### config.mk
export PLATFORM = sky130hd
export DESIGN_NAME = inport_buffered
export DESIGN_NICKNAME = d
export VERILOG_FILES = /design/src/rtl/inport_buffered.sv
export SDC_FILE = /design/constraint.sdc
export NUM_CORES = 1
export LEC_CHECK = 0
export ABC_AREA = 1
export ABC_CLOCK_PERIOD_IN_PS = 3470
export BUFFER_PORTS_ARGS = -buffer_cell sky130_fd_sc_hd__buf_4
export CAP_MARGIN = 20
export CORE_ASPECT_RATIO = 0.7
export CORE_MARGIN = 3
export CORE_UTILIZATION = 48
export DETAILED_ROUTE_END_ITERATION = 6
export MAX_ROUTING_LAYER = met4
export PLACE_DENSITY = 0.64
export SKIP_CTS_REPAIR_TIMING = 1
export SYNTH_ARGS = -nofsm -noshare
export SYNTH_HDL_FRONTEND = slang
export SYNTH_SLANG_ARGS = --single-unit
### constraint.sdc
create_clock -name clk -period 3.47 [get_ports clk]
set_clock_uncertainty 0.05 [all_clocks]
set_input_delay 0.694 -clock clk [delete_from_list [all_inputs] [get_ports clk]]
set_output_delay 0.694 -clock clk [all_outputs]
set_load 0.02 [all_outputs]
### src/rtl/inport_buffered.sv
// Router input port: strobe-framed packet capture into a multi-slot flit buffer, XY route request, cut-through send.
// Latency: request registered at the header edge; flit i leaves i+1 cycles after the grant edge.
// Backpressure: credit pulse per freed slot; a header arriving into a full buffer is dropped and ovf sticks.
module inport_buffered #(
    parameter int FLIT_W     = 32,
    parameter int PKT_FLITS  = 4,
    parameter int DEPTH_PKTS = 2,
    parameter int ADDR_W     = 4,
    parameter int X_LOCAL    = 2,
    parameter int Y_LOCAL    = 2
) (
    input  logic              clk,
    input  logic              rst,
    input  logic              diff_pair_p,
    input  logic              diff_pair_n,
    input  logic [FLIT_W-1:0] input_channel,
    input  logic              arb_ack,
    output logic [FLIT_W-1:0] channel_data,
    output logic              data_valid,
    output logic              crt_out,
    output logic [3:0]        port_rqs,
    output logic              pe_rqs,
    output logic              ovf
);
    localparam int SW = (DEPTH_PKTS > 1) ? $clog2(DEPTH_PKTS) : 1;
    localparam int FW = $clog2(PKT_FLITS);
    localparam int CW = $clog2(DEPTH_PKTS + 1);
    localparam logic [SW-1:0]     SLOT_LAST = SW'(DEPTH_PKTS - 1);
    localparam logic [FW-1:0]     FLIT_LAST = FW'(PKT_FLITS - 1);
    localparam logic [CW-1:0]     CNT_FULL  = CW'(DEPTH_PKTS);
    localparam logic [ADDR_W-1:0] XL        = ADDR_W'(X_LOCAL);
    localparam logic [ADDR_W-1:0] YL        = ADDR_W'(Y_LOCAL);

    typedef enum logic       {RX_IDLE, RX_BODY}          rx_state_t;
    typedef enum logic [1:0] {TX_IDLE, TX_REQ, TX_SEND}  tx_state_t;

    logic [FLIT_W-1:0] mem       [DEPTH_PKTS][PKT_FLITS];
    logic [4:0]        route_mem [DEPTH_PKTS];

    logic              p_prev;
    rx_state_t         rx_state, rx_nxt;
    tx_state_t         tx_state, tx_nxt;
    logic [FW-1:0]     rx_flit, rd_flit;
    logic [SW-1:0]     rx_slot, tail, head, head_nxt;
    logic              rx_drop;
    logic [CW-1:0]     count, count_nxt;
    logic [4:0]        req_route, route_sel, hdr_route;
    logic              start, accept, free, use_new;

    // Route one-hot: {pe, y-, y+, x-, x+}; X is resolved before Y.
    function automatic logic [4:0] xy_route(input logic [2*ADDR_W-1:0] dst);
        logic [ADDR_W-1:0] dx;
        logic [ADDR_W-1:0] dy;
        dx = dst[2*ADDR_W-1 -: ADDR_W];
        dy = dst[ADDR_W-1:0];
        if (dx > XL)      return 5'b00001;
        else if (dx < XL) return 5'b00010;
        else if (dy > YL) return 5'b00100;
        else if (dy < YL) return 5'b01000;
        else              return 5'b10000;
    endfunction

    function automatic logic [SW-1:0] slot_inc(input logic [SW-1:0] s);
        return (s == SLOT_LAST) ? '0 : s + 1'b1;
    endfunction

    assign start     = (rx_state == RX_IDLE) && (diff_pair_p != p_prev) && (diff_pair_n == ~diff_pair_p);
    assign free      = (tx_state == TX_SEND) && (rd_flit == FLIT_LAST);
    assign accept    = start && ((count != CNT_FULL) || free);
    assign hdr_route = xy_route(input_channel[FLIT_W-1 -: 2*ADDR_W]);

    // The packet at the head after this edge is the incoming header only when nothing else remains buffered.
    always_comb begin
        count_nxt = count;
        if (accept && !free)
            count_nxt = count + 1'b1;
        else if (!accept && free)
            count_nxt = count - 1'b1;
        head_nxt  = free ? slot_inc(head) : head;
        use_new   = accept && (count == CW'(free));
        route_sel = use_new ? hdr_route : route_mem[head_nxt];
    end

    always_comb begin
        rx_nxt = rx_state;
        case (rx_state)
            RX_IDLE: if (start) rx_nxt = RX_BODY;
            RX_BODY: if (rx_flit == FLIT_LAST) rx_nxt = RX_IDLE;
            default: rx_nxt = RX_IDLE;
        endcase
    end

    always_comb begin
        tx_nxt = tx_state;
        case (tx_state)
            TX_IDLE: if (count_nxt != '0) tx_nxt = TX_REQ;
            TX_REQ:  if (arb_ack) tx_nxt = TX_SEND;
            TX_SEND: if (free) tx_nxt = (count_nxt != '0) ? TX_REQ : TX_IDLE;
            default: tx_nxt = TX_IDLE;
        endcase
    end

    always_comb begin
        channel_data = '0;
        data_valid   = 1'b0;
        crt_out      = 1'b0;
        if (tx_state == TX_SEND) begin
            channel_data = mem[head][rd_flit];
            data_valid   = 1'b1;
            crt_out      = free;
        end
        port_rqs = req_route[3:0];
        pe_rqs   = req_route[4];
    end

    always_ff @(posedge clk) begin
        // Tracks the line even in reset so leaving reset never looks like a toggle.
        p_prev <= diff_pair_p;
        if (rst) begin
            rx_state  <= RX_IDLE;
            tx_state  <= TX_IDLE;
            rx_flit   <= '0;
            rx_slot   <= '0;
            rx_drop   <= 1'b0;
            tail      <= '0;
            head      <= '0;
            count     <= '0;
            rd_flit   <= '0;
            req_route <= '0;
            ovf       <= 1'b0;
        end else begin
            rx_state  <= rx_nxt;
            tx_state  <= tx_nxt;
            count     <= count_nxt;
            head      <= head_nxt;
            req_route <= (tx_nxt == TX_REQ) ? route_sel : '0;
            if (start) begin
                rx_flit <= FW'(1);
                rx_slot <= tail;
                rx_drop <= !accept;
            end else if (rx_state == RX_BODY) begin
                rx_flit <= (rx_flit == FLIT_LAST) ? '0 : rx_flit + 1'b1;
            end
            if (accept)
                tail <= slot_inc(tail);
            if (start && !accept)
                ovf <= 1'b1;
            if (tx_state == TX_SEND)
                rd_flit <= free ? '0 : rd_flit + 1'b1;
            else
                rd_flit <= '0;
        end
    end

    // Dropped packets still walk RX_BODY so their body flits are skipped, not captured.
    always_ff @(posedge clk) begin
        if (!rst && accept) begin
            mem[tail][0]    <= input_channel;
            route_mem[tail] <= hdr_route;
        end
        if (!rst && (rx_state == RX_BODY) && !rx_drop)
            mem[rx_slot][rx_flit] <= input_channel;
    end
endmodule
==> run_results.csv <==
group,metric,value,unit
worst_setup_path,worstPathMaxFanout,66,
routing,vias_per_cell,5.38,
clock_network,cts_buffers,27,
routing,num_vias,7144,
sta,finalCritPeriodShare,93.3,%
grt,grt_pass1_wl,38.2,mm
logic_synthesis,synth_fp_nets,961,
status,outcome,"finished clean",
grt,grt.overflow.total,0,
clock_network,cts-root-buf,"clkbuf_16",
logic_synthesis,yosysSeqAreaShare,73.9,%
sta,finalSetupViolCount,0,
sta,post-route-min-period,3.24,ns
clock_network,clockBufferDepth,3,
floorplan,core_area,23000,um2
logic_synthesis,yosys.area.top_type,"edfxtp_1",
logic_synthesis,synth.yosys.warnings,0,
placement,io_buffers,76,
cells_and_area,n_antenna_cell,0,
placement,dp_hpwl,13.9,mm
cells_and_area,final_area,13200,um2
sta,fin_tns_setup,0,ns
grt,antenna_found_initial,0,
pwr,peakVddDrop,340,uV
floorplan,die_area,25600,um2
floorplan,chipHeight,135,um
logic_synthesis,synth_cells,918,
sta,slew_viol_final,0,
grt,grt_max_degree,130,
grt,grt_pass1_vias,6801,
clock_network,cts_sinks,286,
routing,wl,24.3,mm
worst_hold_path,hold_path_class,"primary input to flop",
clock_network,cts_tree,"done",
pwr,power_leakage,4.64,nW
routing,initialDrtViolationCount,632,
sta,max_freq,309,MHz
job,max_cap_viol_count,0,
logic_synthesis,ys_ff_latch,286,
clock_network,clkLatencyLatePin,0.54,ns
routing,ant_nets,0,
floorplan,initial_core_util,49.4,%
sta,tightest_slew,0.749,ns
worst_setup_path,path_class,"flop to primary output",
placement,dpl_cell_area,12400,um2
logic_synthesis,avgSynthCellArea,12.4,um2
sta,relSlewSlack,50.1,%
cells_and_area,final_common_cell,"edfxtp_1",
worst_setup_path,cp_data_required_time,2.73,ns
cells_and_area,layout_common_cells,"266 x edfxtp_1, 208 x nor2_1, 147 x o21ai_0, 94 x buf_4, 41 x nand2_1",
cells_and_area,nets,1038,
worst_setup_path,endpoint_kind,"primary output",
logic_synthesis,synthTopCellsByArea,"edfxtp_1 70%, nor2_1 7.1%, o21ai_0 6.5%, dfxtp_1 3.5%, a31oi_1 1.8%",
routing,drc_errors,0,
cells_and_area,drive_gt1_share,17.1,%
clock_network,h-tree-depth,1,
worst_setup_path,arrival,2.49,ns
placement,gp_congestion,0.789,
sta,hold_viol_final,0,
floorplan,die_w,190,um
logic_synthesis,yosysTopAreaCellShare,70.3,%
sta,rsz0062_at_grt,"false",
logic_synthesis,syn_area,11400,um2
worst_setup_path,cp-start-kind,"flop",
routing,post_drt_wl_per_cell,18.3,um
grt,global_route.usage.total,19.5,%
logic_synthesis,synth_cell_types,35,
cells_and_area,area_growth,16.3,%
clock_network,clk_pin_slew_worst_paths,0.06,ns
floorplan,rows,46,
floorplan,io_pins,77,
routing,drtPass1Iterations,7,
pwr,power,0.00713,W
pwr,power_density,540,nW/um2
==> cell families after synthesis <==
family | after synthesis | share of synthesized area (%)
flops | 286 | 73.9
simple gates | 284 | 10.2
fa+ha+maj | 6 | 0.661
compound gates | 247 | 11.7
xor+xnor | 1 | 0.143
buf+inv | 94 | 3.47
==> worst max-delay path, stage by stage, from the launching register on <==
cell,delay (ns)
dfxtp_2,0.33
buf_4,0.58
o21ai_0,0.21
o22ai_1,0.22
o21ai_0,0.18
a31oi_1,0.22
buf_4,0.16
==> metal layers <==
metal / wire, um / up-vias / global-route usage [%]
met5: 0 / - / -
met4: 288 / 0 / 3.65
met3: 1300 / 28 / 3.04
met2: 10800 / 188 / 28.8
met1: 11900 / 3469 / 29.2
li1: - / 3459 / -
==> metrics by stage <==
step                cells  worst slack [ns]  hold slack (ns)  util [%]
global placement     1278             0.687            0.404      54.0
floorplan             918            0.0751            0.378         -
global route         1327            0.0556            0.241      57.5
CTS                  1327             0.220            0.238      57.5
detailed placement   1278             0.595            0.399      54.0
finish               1327             0.234            0.260      57.5
==> synthesized netlist by cell type, drive strengths merged <==
master / instances
nand4: 1
o22ai: 32
a31oi: 32
xor2: 1
nor2: 221
clkbuf: 26
inv: 39
nand3: 10
nor4: 1
edfxtp: 266
buf: 26
ha: 6
clkinv: 3
a21oi: 7
o211ai: 1
o21bai: 1
o21ai: 173
nand2: 48
a2111oi: 1
dfxtp: 20
nor3: 2
or2: 1
==> registers in the layout, indices dropped and copies added, names as in the netlist <==
name	count
p_prev	1
mem	256
ovf	1
count	2
head	1
rx_state	1
tx_state	2
rx_drop	1
rx_slot	1
tail	1
rd_flit	2
req_route	5
route_mem	10
rx_flit	2
==> final timing paths <==
path | start | to | slack [ns] | cells past startpoint
min reg2reg | rx_drop | rx_drop | 0.41 | 2
max reg2reg | rd_flit[0] | mem[0][115] | 0.68 | 11
max | rd_flit[0] | channel_data[15] | 0.23 | 6
min | diff_pair_p | p_prev | 0.26 | 1
==> layout make-up <==
class / count / area (um2)
Fill cell: 1865 / 9760
Multi-Input combinational cell: 538 / 2620
Timing Repair Buffer: 100 / 826
Clock buffer: 40 / 744
Sequential cell: 286 / 8390
Inverter: 42 / 161
Clock inverter: 9 / 72.6
Tap cell: 312 / 390
==> power breakdown <==
part	total [W]	internal (W)	switching, W
Clock	0.00276	0.00156	0.00120
Combinational	0.000496	0.000164	0.000332
Sequential	0.00387	0.00385	0.0000246
Note: power is estimated with default switching activity, not from simulation.
